File: src/rtl/fan_pwm_driver_if.sv
// Fan driver signal bundle: mode request and tach in, PWM gate and status out.
interface fan_pwm_driver_if;
  logic [2:0] fan_mode;
  logic       tach;
  logic       fault_clr;
  logic       pwm_out;
  logic [7:0] duty_level;
  logic       fan_on;
  logic       fault;

  // Producer side: cooling FSM / environment
  modport master (
    output fan_mode, tach, fault_clr,
    input  pwm_out, duty_level, fan_on, fault
  );

  // Consumer side: the PWM driver
  modport slave (
    input  fan_mode, tach, fault_clr,
    output pwm_out, duty_level, fan_on, fault
  );
endinterface

File: src/rtl/fan_pwm_driver.sv
// Fan PWM driver: maps cooling mode to a duty, kicks the fan from standstill,
// slews between duties and updates only at PWM period boundaries.
// Optional tach stall detection is built when FAN_STALL_DETECT_EN is defined.
module fan_pwm_driver #(
  parameter int unsigned KICK_PERIODS  = 4,
  parameter int unsigned RAMP_STEP     = 16,
  parameter int unsigned RAMP_PERIODS  = 2,
  parameter int unsigned STALL_TIMEOUT = 4096
) (
  input  logic            clk,
  input  logic            rst,
  fan_pwm_driver_if.slave bus
);

  localparam int unsigned CNT_W   = 8;
  localparam int unsigned DUTY_W  = 8;
  localparam int unsigned STALL_W = 16;
  localparam int unsigned KICK_W  = (KICK_PERIODS > 1) ? $clog2(KICK_PERIODS) : 1;
  localparam int unsigned RAMP_W  = (RAMP_PERIODS > 1) ? $clog2(RAMP_PERIODS) : 1;
  localparam logic [DUTY_W-1:0] DUTY_MAX = '1;

  typedef enum logic [2:0] {
    S_OFF  = 3'd0,
    S_KICK = 3'd1,
    S_HOLD = 3'd2,
    S_RAMP = 3'd3
`ifdef FAN_STALL_DETECT_EN
    , S_FAULT = 3'd4
`endif
  } state_e;

  state_e              state_q, state_d;
  logic [CNT_W-1:0]    cnt_q, cnt_d;
  logic [DUTY_W-1:0]   duty_q, duty_d;
  logic [KICK_W-1:0]   kick_cnt_q, kick_cnt_d;
  logic [RAMP_W-1:0]   ramp_cnt_q, ramp_cnt_d;
  logic                pwm_q, pwm_d;
  logic                fan_on_q, fan_on_d;

  logic                boundary_c;
  logic [DUTY_W-1:0]   target_c;
  logic [DUTY_W-1:0]   ramp_next_c;
  logic                stall_hit_c;

  // Mode to target duty decode
  always_comb begin
    target_c = DUTY_MAX;
    case (bus.fan_mode)
      3'd0:    target_c = 8'd0;
      3'd1:    target_c = 8'd64;
      3'd2:    target_c = 8'd128;
      3'd3:    target_c = 8'd192;
      default: target_c = DUTY_MAX;
    endcase
  end

  // One slew step toward the target, clamped so it never overshoots
  always_comb begin
    logic [DUTY_W:0] diff;
    ramp_next_c = target_c;
    diff        = '0;
    if (target_c > duty_q) begin
      diff = (DUTY_W+1)'(target_c) - (DUTY_W+1)'(duty_q);
      if (diff > (DUTY_W+1)'(RAMP_STEP)) ramp_next_c = duty_q + DUTY_W'(RAMP_STEP);
    end else begin
      diff = (DUTY_W+1)'(duty_q) - (DUTY_W+1)'(target_c);
      if (diff > (DUTY_W+1)'(RAMP_STEP)) ramp_next_c = duty_q - DUTY_W'(RAMP_STEP);
    end
  end

  assign boundary_c = (cnt_q == CNT_W'(255));

`ifdef FAN_STALL_DETECT_EN
  logic               tach_s1_q, tach_s2_q, tach_prev_q;
  logic [STALL_W-1:0] stall_cnt_q, stall_cnt_d;
  logic               fault_q, fault_d;
  logic               tach_rise_c;
  logic               stall_active_c;
  logic               stall_entry_c;

  // Tach synchroniser and rising-edge history
  always_ff @(posedge clk or posedge rst) begin
    if (rst) begin
      tach_s1_q   <= 1'b0;
      tach_s2_q   <= 1'b0;
      tach_prev_q <= 1'b0;
    end else begin
      tach_s1_q   <= bus.tach;
      tach_s2_q   <= tach_s1_q;
      tach_prev_q <= tach_s2_q;
    end
  end

  assign tach_rise_c    = tach_s2_q & ~tach_prev_q;
  assign stall_active_c = ((state_q == S_HOLD) || (state_q == S_RAMP)) && (duty_q != '0);
  assign stall_hit_c    = stall_active_c && (stall_cnt_q == STALL_W'(STALL_TIMEOUT));
  assign stall_entry_c  = ((state_d == S_HOLD) || (state_d == S_RAMP)) && (state_d != state_q);

  // Clocks since the last tach edge while the fan should be spinning
  always_comb begin
    stall_cnt_d = stall_cnt_q;
    if (stall_entry_c || !stall_active_c || tach_rise_c) begin
      stall_cnt_d = '0;
    end else if (stall_cnt_q != STALL_W'(STALL_TIMEOUT)) begin
      stall_cnt_d = stall_cnt_q + STALL_W'(1);
    end
  end
`else
  logic unused_stall_inputs;
  assign stall_hit_c         = 1'b0;
  assign unused_stall_inputs = ^{bus.tach, bus.fault_clr, STALL_W'(STALL_TIMEOUT)};
`endif

  // Next state, duty and period bookkeeping
  always_comb begin
    state_d    = state_q;
    duty_d     = duty_q;
    kick_cnt_d = kick_cnt_q;
    ramp_cnt_d = ramp_cnt_q;
    cnt_d      = cnt_q + CNT_W'(1);
    pwm_d      = (duty_q == DUTY_MAX) || (cnt_q < duty_q);

    case (state_q)
      S_OFF: begin
        duty_d = '0;
        if (boundary_c && (target_c != '0)) begin
          state_d    = S_KICK;
          duty_d     = DUTY_MAX;
          kick_cnt_d = '0;
        end
      end
      S_KICK: begin
        duty_d = DUTY_MAX;
        if (boundary_c) begin
          if (target_c == '0) begin
            state_d = S_OFF;
            duty_d  = '0;
          end else if (kick_cnt_q == KICK_W'(KICK_PERIODS - 1)) begin
            state_d = S_HOLD;
            duty_d  = target_c;
          end else begin
            kick_cnt_d = kick_cnt_q + KICK_W'(1);
          end
        end
      end
      S_HOLD: begin
        if (boundary_c && (target_c != duty_q)) begin
          state_d    = S_RAMP;
          ramp_cnt_d = '0;
        end
      end
      S_RAMP: begin
        if (boundary_c) begin
          if (duty_q == target_c) begin
            state_d = (target_c == '0) ? S_OFF : S_HOLD;
          end else if (ramp_cnt_q == RAMP_W'(RAMP_PERIODS - 1)) begin
            duty_d     = ramp_next_c;
            ramp_cnt_d = '0;
          end else begin
            ramp_cnt_d = ramp_cnt_q + RAMP_W'(1);
          end
        end
      end
`ifdef FAN_STALL_DETECT_EN
      S_FAULT: begin
        duty_d = DUTY_MAX;
        if (bus.fault_clr) begin
          state_d = S_OFF;
          duty_d  = '0;
        end
      end
`endif
      default: begin
        state_d = S_OFF;
        duty_d  = '0;
      end
    endcase

`ifdef FAN_STALL_DETECT_EN
    // A stall overrides any boundary decision taken this cycle
    if (stall_hit_c) begin
      state_d = S_FAULT;
      duty_d  = DUTY_MAX;
    end
    fault_d = (state_d == S_FAULT);
`endif
    fan_on_d = (state_d != S_OFF);
  end

  // State and datapath registers
  always_ff @(posedge clk or posedge rst) begin
    if (rst) begin
      state_q    <= S_OFF;
      cnt_q      <= '0;
      duty_q     <= '0;
      kick_cnt_q <= '0;
      ramp_cnt_q <= '0;
      pwm_q      <= 1'b0;
      fan_on_q   <= 1'b0;
    end else begin
      state_q    <= state_d;
      cnt_q      <= cnt_d;
      duty_q     <= duty_d;
      kick_cnt_q <= kick_cnt_d;
      ramp_cnt_q <= ramp_cnt_d;
      pwm_q      <= pwm_d;
      fan_on_q   <= fan_on_d;
    end
  end

`ifdef FAN_STALL_DETECT_EN
  // Stall counter and latched fault flag
  always_ff @(posedge clk or posedge rst) begin
    if (rst) begin
      stall_cnt_q <= '0;
      fault_q     <= 1'b0;
    end else begin
      stall_cnt_q <= stall_cnt_d;
      fault_q     <= fault_d;
    end
  end
  assign bus.fault = fault_q;
`else
  assign bus.fault = 1'b0;
`endif

  assign bus.pwm_out    = pwm_q;
  assign bus.duty_level = duty_q;
  assign bus.fan_on     = fan_on_q;

endmodule

File: src/flat_wrapper.sv
// flat-port wrapper written by rule: the top's interface ports become plain ports
module fan_pwm_driver_flat 
#(
  parameter int unsigned KICK_PERIODS  = 4,
  parameter int unsigned RAMP_STEP     = 16,
  parameter int unsigned RAMP_PERIODS  = 2,
  parameter int unsigned STALL_TIMEOUT = 4096
)
  (clk, rst, bus_fan_mode, bus_tach, bus_fault_clr, bus_pwm_out, bus_duty_level, bus_fan_on, bus_fault);
  fan_pwm_driver_if bus_i ();
  input  logic clk;
  input  logic rst;
  input wire logic [$bits(bus_i.fan_mode)-1:0] bus_fan_mode;
  input wire logic [$bits(bus_i.tach)-1:0] bus_tach;
  input wire logic [$bits(bus_i.fault_clr)-1:0] bus_fault_clr;
  output wire logic [$bits(bus_i.pwm_out)-1:0] bus_pwm_out;
  output wire logic [$bits(bus_i.duty_level)-1:0] bus_duty_level;
  output wire logic [$bits(bus_i.fan_on)-1:0] bus_fan_on;
  output wire logic [$bits(bus_i.fault)-1:0] bus_fault;
  assign bus_i.fan_mode = bus_fan_mode;
  assign bus_i.tach = bus_tach;
  assign bus_i.fault_clr = bus_fault_clr;
  assign bus_pwm_out = bus_i.pwm_out;
  assign bus_duty_level = bus_i.duty_level;
  assign bus_fan_on = bus_i.fan_on;
  assign bus_fault = bus_i.fault;
  fan_pwm_driver #(.KICK_PERIODS(KICK_PERIODS), .RAMP_STEP(RAMP_STEP), .RAMP_PERIODS(RAMP_PERIODS), .STALL_TIMEOUT(STALL_TIMEOUT)) u_core (.clk(clk), .rst(rst), .bus(bus_i));
endmodule
File: config.mk
export PLATFORM = sky130hd
export DESIGN_NAME = fan_pwm_driver_flat
export DESIGN_NICKNAME = d
export VERILOG_FILES = /design/src/rtl/fan_pwm_driver_if.sv /design/src/rtl/fan_pwm_driver.sv /design/src/flat_wrapper.sv
export SDC_FILE = /design/constraint.sdc
export NUM_CORES = 1
export LEC_CHECK = 0
export ABC_AREA = 1
export CAP_MARGIN = 40
export CORE_UTILIZATION = 58
export CTS_CLUSTER_DIAMETER = 100
export DETAILED_ROUTE_END_ITERATION = 8
export PLACE_DENSITY_LB_ADDON = 0.1
export SETUP_SLACK_MARGIN = 0.4
export SLEW_MARGIN = 15
export SYNTH_ARGS = -nofsm -noshare
export SYNTH_HDL_FRONTEND = slang
export SYNTH_SLANG_ARGS = --single-unit
File: constraint.sdc
create_clock -name clk -period 5.08 [get_ports clk]
set_input_delay 0.762 -clock clk [delete_from_list [all_inputs] [get_ports clk]]
set_output_delay 0.762 -clock clk [all_outputs]
set_load 0.1 [all_outputs]
Word-level counts from Yosys, hierarchy flattened --
Index checks and enable logic that the tools add are counted.
Cells by class: mux-type cells 31, $add $sub $neg 7, reduce and logical (&&, ||, !) cells 13, bitwise operators 1, order comparisons 4, eq/ne operators 19
Operators with widths (count):
- $mux W8 | 10
- $pmux W8 S4 | 2
- $mux W3 | 7
- $gt A9 B5 Y1 const B | 2
- $sub A8 B8 Y9 | 2
- $eq A8 B8 Y1 const B | 2
- $eq A3 B2 Y1 const B | 4
- $pmux W3 S4 | 1
- $mux W2 | 5
- $ne A2 B1 Y1 const B | 5
- $add A8 B1 Y8 const B | 1
- $add A8 B5 Y8 const B | 1
- $eq A8 B8 Y1 | 1
- $gt A8 B8 Y1 | 1
- $logic_not A8 Y1 | 1
- $lt A8 B8 Y1 | 1
- $ne A8 B8 Y1 | 1
- $reduce_and A4 Y1 | 2
- $reduce_bool A8 Y1 | 1
- $sub A8 B5 Y8 const B | 1
- $eq A3 B1 Y1 const B | 2
- $logic_not A3 Y1 | 2
- $ne A2 B2 Y1 const B | 3
- $reduce_and A5 Y1 | 1
- other kinds (11) | 16
Storage, ports and cells: flip-flop bits (word level) 24, logic and storage cells 82, input bits 7, output and inout port bits 11

Logic depth before layout (Yosys ltp) --
Gate-level depths: netlist (run 1).
depth in word-level cells 10, depth in mapped cells 18, gate-level depth less buffers 16

Worst setup path before layout (run 1) --
OpenSTA, ideal clock, no wires.
path kind reg-to-reg, start point register u_core.duty_q[7] (netlist: u_core.bus.duty_level[7]), end point register u_core.duty_q[4] (netlist: u_core.bus.duty_level[4]), data required time 4.960 ns, library setup time 0.120 ns, path buffers 1, slack 2.354 ns, stages on the path, launching flop included 15, period minus slack after synthesis 2.726 ns, data arrival time 2.606 ns, path through dfrtp_1 > inv_1 > ha_1 > buf_4 > nand3_1 > nor3_1 > nor2_1 > nor2_4 > nand3_2 > nand2_1 > nand3_1 > nand3_1 > nand2_1 > nand2_1 > nand2_1
On the way: cells in the longest elaborated chain, start to end 8, elaborated cells between the ends (all ways) 15, those cells by class 2 x add/sub; 3 x order compare; 2 x eq/ne; 7 x mux; 1 x reduce/logical
Ends and longest elaborated chain:
- start: declaration | RTL line fan_pwm_driver.sv:34 | logic [DUTY_W-1:0] duty_q, duty_d;
- start signal: assignment | RTL line fan_pwm_driver.sv:203 | duty_q <= duty_d;
- $sub A8 B8 Y9 (on tied branches) | RTL line fan_pwm_driver.sv:66, fan_pwm_driver.sv:63
- $gt A9 B5 Y1 (on tied branches) | RTL line fan_pwm_driver.sv:67, fan_pwm_driver.sv:64
- $mux W8 (on tied branches) | RTL line fan_pwm_driver.sv:67, fan_pwm_driver.sv:64
- $mux W8 | RTL line fan_pwm_driver.sv:62 | if (target_c > duty_q) begin
- $mux W8 | RTL line fan_pwm_driver.sv:156 | end else if (ramp_cnt_q == RAMP_W'(RAMP_PERIODS - 1)) begin
- $mux W8 | RTL line fan_pwm_driver.sv:154 | if (duty_q == target_c) begin
- $mux W8 | RTL line fan_pwm_driver.sv:153 | if (boundary_c) begin
- $pmux W8 S4 | RTL line fan_pwm_driver.sv:123 | case (state_q)
Parallel ways exist; a longest one is shown, timed or not. The select of a mux whose other input is x is not followed. A chain may end at the register's enable or synchronous reset.

Worst setup path in the final report (run 1) --
start point input bus_fan_mode[2], end point register u_core.duty_q[2] (netlist: u_core.bus.duty_level[2])
On the way: cells in the longest elaborated chain, start to end 10, elaborated cells between the ends (all ways) 27, those cells by class 2 x add/sub; 3 x order compare; 5 x eq/ne; 12 x mux; 5 x reduce/logical
Ends and longest elaborated chain:
- start: declaration | RTL line flat_wrapper.sv:13 | input wire logic [$bits(bus_i.fan_mode)-1:0] bus_fan_mode;
- $eq A3 B2 Y1 (tied with other cells) | RTL line fan_pwm_driver.sv:48 | case (bus.fan_mode)
- $pmux W8 S4 * | RTL line fan_pwm_driver.sv:48
- $sub A8 B8 Y9 (on tied branches) | RTL line fan_pwm_driver.sv:66, fan_pwm_driver.sv:63
- $gt A9 B5 Y1 (on tied branches) | RTL line fan_pwm_driver.sv:67, fan_pwm_driver.sv:64
- $mux W8 (on tied branches) | RTL line fan_pwm_driver.sv:67, fan_pwm_driver.sv:64
- $mux W8 | RTL line fan_pwm_driver.sv:62
- $mux W8 | RTL line fan_pwm_driver.sv:156
- $mux W8 | RTL line fan_pwm_driver.sv:154
- $mux W8 | RTL line fan_pwm_driver.sv:153
- $pmux W8 S4 | RTL line fan_pwm_driver.sv:123
Every way passes the cells marked *; elsewhere a longest branch is shown, timed or not. The select of a mux whose other input is x is not followed.

==> summary.txt, run 1 <==
Critical path
  • Critical Path End Type: flop
  • Worst-path fanout max: 10
  • Crit-path cells: clkdlybuf4s50_1 -> nor2_1 -> inv_1 -> ha_1 -> inv_1 -> o21bai_1 -> a21oi_1 -> nand2_1 -> nand2_1 -> nand2_2 -> nand3_1 -> nand2_1 -> nand3_1 -> nand2_1 -> nand2_1 -> o21ai_1
  • Crit path arrival time: 3530 ps
  • Slowest CP cell: clkdlybuf4s50_1
  • Worst Path Required: 5310 ps
  • Max incr delay on CP: 660 ps
  • WP buf/inv: 3
  • R2R setup slack: 2660 ps
  • Worst Reg2Reg Path Length in Cells: 14
  • Crit path kind: input pin to flop
  • Startpoint Class: input pin
  • R2r endpoint: u_core.bus.duty_level[2]
  • CP dominant cell by count: nand2_1
  • R2R Path Start: u_core.bus.duty_level[6]
  • Worst path top cell family by delay: simple AND/OR/NAND/NOR gates

Floorplanning
  • Core Region: 3340 um2
  • Chip Height: 61.1 um
  • Die width: 61.1 um
  • Starting Density: 0.606
  • Row cnt: 21
  • Die ar.: 3730 um2
  • Top Ports: 18

Synth
  • Ys flop type: dfrtp_1
  • Syn_area_per_cell: 7.12 um2
  • Synth Register Bits: 21
  • YS warnings: 0
  • Count of cell types in the netlist: 38
  • Post-synth ARST share: 1.00
  • Mapped Cells: 284
  • Post-synthesis sequential area ratio: 0.260
  • Synth Cell Area: 2020 um2
  • EDFF count, synth: 0

Cells and area
  • Share of post-route cells with drive strength above 1: 0.137
  • Fin nets: 332
  • Synth-to-layout area growth: 15.9%
  • Diodes inserted: 0
  • Fin area: 2340 um2
  • # fillers: 313

Clocking
  • Worst-skew pair later-pin latency: 300 ps
  • H-tree Lvls: 1
  • Total CTS buffers: 3
  • Maximum clock path buffer count: 2
  • Post-CTS Setup Inserts: 0
  • Sinks on Clock Net: 21
  • CTS clk-pin slew, worst paths: 110 ps
  • CTS tree: yes
  • Cts-stage hold buffer count: 0
  • Resize count post-CTS: 0
  • Clock tree root buffer cell: clkbuf_4

STA
  • Final Worst Setup Slack: 1780 ps
  • Final worst-path cycle share: 0.649
  • Hold slack: 477 ps
  • Period minus WS final: 3300 ps
  • Skew final: 2.20 ps
  • Fin. Hold Viols: 0
  • Endpoints failing setup: 0
  • Final Max Tran Viols: 0
  • Fmax: 303 MHz
  • Setup_tns: 0 ps
  • RSZ-0062 raised after global routing: false
  • Actual transition at the worst max-transition pin: 791 ps
  • Rel. slew slack: 0.472

Routing
  • First-pass DRT Iterations: 4
  • Routed wire length per instance: 12.5 um
  • Drt via density: 5.30
  • Iter 0 DRT Violations: 114
  • Routed via count: 1866
  • Antenna-violating nets left: 0
  • Final WL: 4390 um
  • Post-route DRC: 0

Place
  • Port bufs: 14
  • Area after DPL: 2320 um2
  • DP HPWL: 3560 um
  • RD Place Congestion: 0.924
  • Dpl ws: 1470 ps

Power
  • Pint: 0.214 mW
  • Switching pwr: 0.0863 mW
  • Clk pwr share: 0.264
  • P per Cell Area: 128 nW/um2
  • Part of the power in registers: 0.562
  • Combinational Power Share: 0.174
  • Worst VDD drop: 193 uV
  • Pleak: 1.22 nW
  • Sw frac: 0.287
  • Total power: 0.300 mW

Worst hold path
  • Worst Min Path Start: u_core.cnt_q[0]
  • Worst hold path depth: 1
  • Hold Path Class: flop to flop
  • WHS Endpoint: u_core.cnt_q[0]

Global routing
  • GRT Total Usage: 0.250
  • Largest net degree at the start of global routing: 22
  • Global-route wire length before repair: 7000 um
  • Total grt overflow: 0
  • Initial antenna violation count: 0
  • Vias in the first global route: 1627

Outcome
  • Outcome: completed

Flow run
  • Max-cap violations: 0
-- layer usage --
| metal | track usage | vias to the layer above | share of wire |
|---|---|---|---|
| met4 | 0.0455 | 0 | 0.0068 |
| met5 | 0 | - | 0 |
| met1 | 0.329 | 866 | 0.48 |
| met2 | 0.455 | 33 | 0.49 |
| li1 | - | 965 | - |
| met3 | 0.0189 | 2 | 0.019 |
-- worst max-delay path by stage --
stage | from | end | cells after the start
finish | bus_fan_mode[2] | u_core.bus.duty_level[2] | 16
global route | bus_fan_mode[2] | u_core.bus.duty_level[2] | 16
CTS | bus_fan_mode[2] | u_core.bus.duty_level[2] | 14
detailed placement | bus_fan_mode[2] | u_core.bus.duty_level[2] | 14
global placement | bus_fan_mode[2] | u_core.bus.duty_level[2] | 15
floorplan | u_core.bus.duty_level[7] | u_core.bus.duty_level[4] | 14
-- power by group through the flow --
| stage | logic [mW] | registers (mW) | clock network (mW) |
|---|---|---|---|
| final | 0.0523 | 0.169 | 0.0793 |
| after global routing | 0.0579 | 0.169 | 0.0886 |
| after CTS | 0.0522 | 0.169 | 0.0827 |
| after detailed placement | 0.0521 | 0.172 | 0 |
| after global placement | 0.0512 | 0.172 | 0 |
| after floorplan | 0.0431 | 0.172 | 0 |
-- placed cells by master (no fill, tap or decap), types with 4 or more instances in the layout --
master | Yosys | final
nand4_1 | 6 | 6
clkdlybuf4s50_1 | 0 | 14
nand2_2 | 4 | 4
dfrtp_1 | 21 | 21
buf_8 | 0 | 10
nand3_2 | 5 | 5
o21ai_0 | 7 | 7
ha_1 | 18 | 18
a21oi_1 | 11 | 11
inv_1 | 40 | 40
nor2_1 | 18 | 18
nor3_1 | 5 | 5
nand2_1 | 65 | 65
nand3_1 | 36 | 36
xor2_1 | 8 | 8
-- flip-flops by register name (all words and copies together), names as in the netlist --
register / flops
u_core.bus.pwm_out: 1
u_core.ramp_cnt_q: 1
u_core.bus.duty_level: 5
u_core.state_q: 3
u_core.bus.fan_on: 1
u_core.kick_cnt_q: 2
u_core.cnt_q: 8
-- logic make-up after synthesis --
| logic type | synth area share |
|---|---|
| xor gates and xnor gates | 0.0390 |
| other | 0.00185 |
| DFF | 0.260 |
| buffers and inverters | 0.112 |
| adders and majority gates | 0.111 |
| AOI/OAI and AO/OA | 0.0996 |
| and+or+nand+nor | 0.377 |
-- cells in the mapped netlist (all sizes together) (2+ instances only) --
master	n	area (um2)
a21oi	13	72.6
buf	7	56.3
clkinv	2	8.75
dfrtp	21	526
ha	18	225
inv	43	161
nand2	72	303
nand3	41	230
nand4	6	37.5
nor2	24	129
nor3	5	25.0
nor3b	2	25.0
o211ai	2	20.0
o21ai	9	48.8
o21bai	2	15.0
xor2	8	70.1
-- metrics by stage --
stage | util | cells
2_1_floorplan | - | 285
3_3_place_gp | 0.650 | 338
3_5_place_dp | 0.695 | 348
4_1_cts | 0.703 | 352
5_1_grt | 0.703 | 352
6_report | 0.703 | 352
-- layout make-up --
| type | count | area (um2) | share of cell area |
|---|---|---|---|
| clock buffer | 4 | 26.3 | 0.0112 |
| tap | 46 | 57.6 | 0.0245 |
| timing repair buffer | 24 | 290 | 0.124 |
| multi-input combinational | 212 | 1270 | 0.544 |
| sequential | 21 | 526 | 0.224 |
| inverter | 45 | 170 | 0.0726 |
(Power assumes the default switching activity.)
==> run 2: changes to the inputs <==
- CORE_UTILIZATION: 58 -> 53
- clock period: 5.08 -> 2.9 ns (I/O delays scaled with it)
==> summary.txt, run 2 (synthesis gave the netlist of run 1 again) <==
Outcome
  • Outcome: completed

STA
  • Rel. slew slack: 0.481
  • RSZ-0062 raised after global routing: false
  • Period minus WS final: 2220 ps
  • Actual transition at the worst max-transition pin: 777 ps
  • Skew final: 1.96 ps
  • Hold slack: 473 ps
  • Final worst-path cycle share: 0.767
  • Fin. Hold Viols: 0
  • Final Max Tran Viols: 0
  • Fmax: 450 MHz
  • Endpoints failing setup: 0

Floorplanning
  • Core Region: 3660 um2
  • Die ar.: 4070 um2
  • Die width: 63.8 um
  • Chip Height: 63.8 um
  • Row cnt: 22
  • Top Ports: 18
  • Starting Density: 0.553

Cells and area
  • Fin nets: 339
  • Share of post-route cells with drive strength above 1: 0.256
  • Diodes inserted: 0
  • Commonest non-fill, non-tap cell in the layout: nand2_1
  • Max reg flops: 8
  • # fillers: 320
  • Top reg by flops: u_core.cnt_q
  • Most frequent cells in the layout: nand2_1, inv_1, nand3_1
  • Synth-to-layout area growth: 18.7%
  • Final core occ: 0.656

Critical path
  • Worst Path Required: 3090 ps
  • Startpoint Class: flop
  • Crit-path cells: inv_1 -> ha_4 -> nand3_2 -> nor2_2 -> nand2_1 -> nand2_1 -> nand3_2 -> nor2_4 -> nand2_4 -> nand2_1 -> nand2_1 -> a21oi_2 -> nand2_1 -> o21ai_1
  • Max incr delay on CP: 460 ps
  • Critical Path End Type: flop
  • Crit path arrival time: 2410 ps
  • CP dominant cell by count: nand2_1
  • Worst Reg2Reg Path Length in Cells: 14
  • Worst-path fanout max: 8
  • Slowest CP cell: dfrtp_2
  • Crit path kind: flop to flop

Power
  • P per Cell Area: 251 nW/um2
  • Pleak: 1.29 nW
  • Total power: 0.604 mW
  • Worst VDD drop: 323 uV

Global routing
  • Vias in the first global route: 1752
  • Global-route wire length before repair: 7560 um
  • Total grt overflow: 0
  • GRT Total Usage: 0.237
  • Initial antenna violation count: 0
  • Largest net degree at the start of global routing: 22

Place
  • Port bufs: 14
  • RD Place Congestion: 0.901
  • DP HPWL: 3460 um

Routing
  • Max Used Layer: met4
  • Final WL: 4360 um
  • Routed via count: 1852
  • Drt via density: 5.13
  • DR WL met2: 2090 um
  • DRT met1 WL: 2090 um
  • Post-route DRC: 0
  • First-pass DRT Iterations: 4
  • Routed wire length per instance: 12.1 um
  • Met3 routed WL: 109 um
  • Iter 0 DRT Violations: 134
  • Antenna-violating nets left: 0

Worst hold path
  • Worst hold path depth: 1
  • Hold Path Class: flop to flop

Clocking
  • H-tree Lvls: 1
  • Total CTS buffers: 3
  • Maximum clock path buffer count: 2
  • CTS tree: yes
  • CTS clk-pin slew, worst paths: 70 ps
  • Clock tree root buffer cell: clkbuf_8
  • Worst-skew pair later-pin latency: 260 ps
  • Sinks on Clock Net: 21

Flow run
  • Max-cap violations: 0
## run 2: cell types whose count changed in the layout (fill, tap and decap cells not counted), sizes merged
cell           previous run  this run
buf                      10        27
inv                      43        44
clkbuf                    4         5
clkinv                    2         1
dlymetal6s2s              0         2
clkdlybuf4s50            14         1
## run 2: layout make-up
cell class	count	area, um2	share of cell area
Multi-Input combinational cell	212	1350	0.563
Sequential cell	21	531	0.221
Clock buffer	4	45.0	0.0188
Tap cell	48	60.1	0.0250
Timing Repair Buffer	31	243	0.101
Inverter	45	171	0.0714
## run 2: critical path, delay by kind of cell, from the launching register on
kind,cells,cell delay [ps]
adder cells (fa/ha/maj),1,340
buffers and inverters,1,140
AND/OR/NAND/NOR,10,950
AO/OA/AOI/OAI,2,270
flip-flops,1,460
## run 2: worst paths after layout
kind / from / endpoint / slack [ps]
max: u_core.bus.duty_level[6] / u_core.bus.duty_level[2] / 680
min: u_core.cnt_q[0] / u_core.cnt_q[0] / 470
max reg2reg: u_core.bus.duty_level[6] / u_core.bus.duty_level[2] / 680
min reg2reg: u_core.cnt_q[0] / u_core.cnt_q[0] / 470
max in group asynchronous: rst / u_core.bus.duty_level[2] / 1750
min in group asynchronous: rst / u_core.cnt_q[6] / 620
## run 2: what timing repair did
item	4_1_cts	5_1_grt
pin swaps	0	8
setup endpoints to repair	6	6
buffers inserted	0	2
resized for setup	3	22
hold buffers	0	0
## run 2: layer usage
layer	track usage	vias up
met5	0	-
met3	0.0107	7
li1	-	974
met1	0.317	848
met2	0.406	23
met4	0.0852	0
## run 2: metrics by stage
step	cells	worst slack, ps	setup TNS, ps	instance area, um2
4_1_cts	359	406	0	2310
5_1_grt	361	455	0	2400
3_5_place_dp	355	-18.1	-23.9	2260
2_1_floorplan	285	522	0	2030
6_report	361	676	0	2400
3_3_place_gp	355	15.3	0	2260
## run 2: where the power goes
| part | leakage [nW] | internal [mW] | switching (mW) |
|---|---|---|---|
| registers | 0.269 | 0.294 | 0.00105 |
| logic | 0.995 | 0.0432 | 0.0729 |
| clock network | 0.0228 | 0.0980 | 0.0947 |
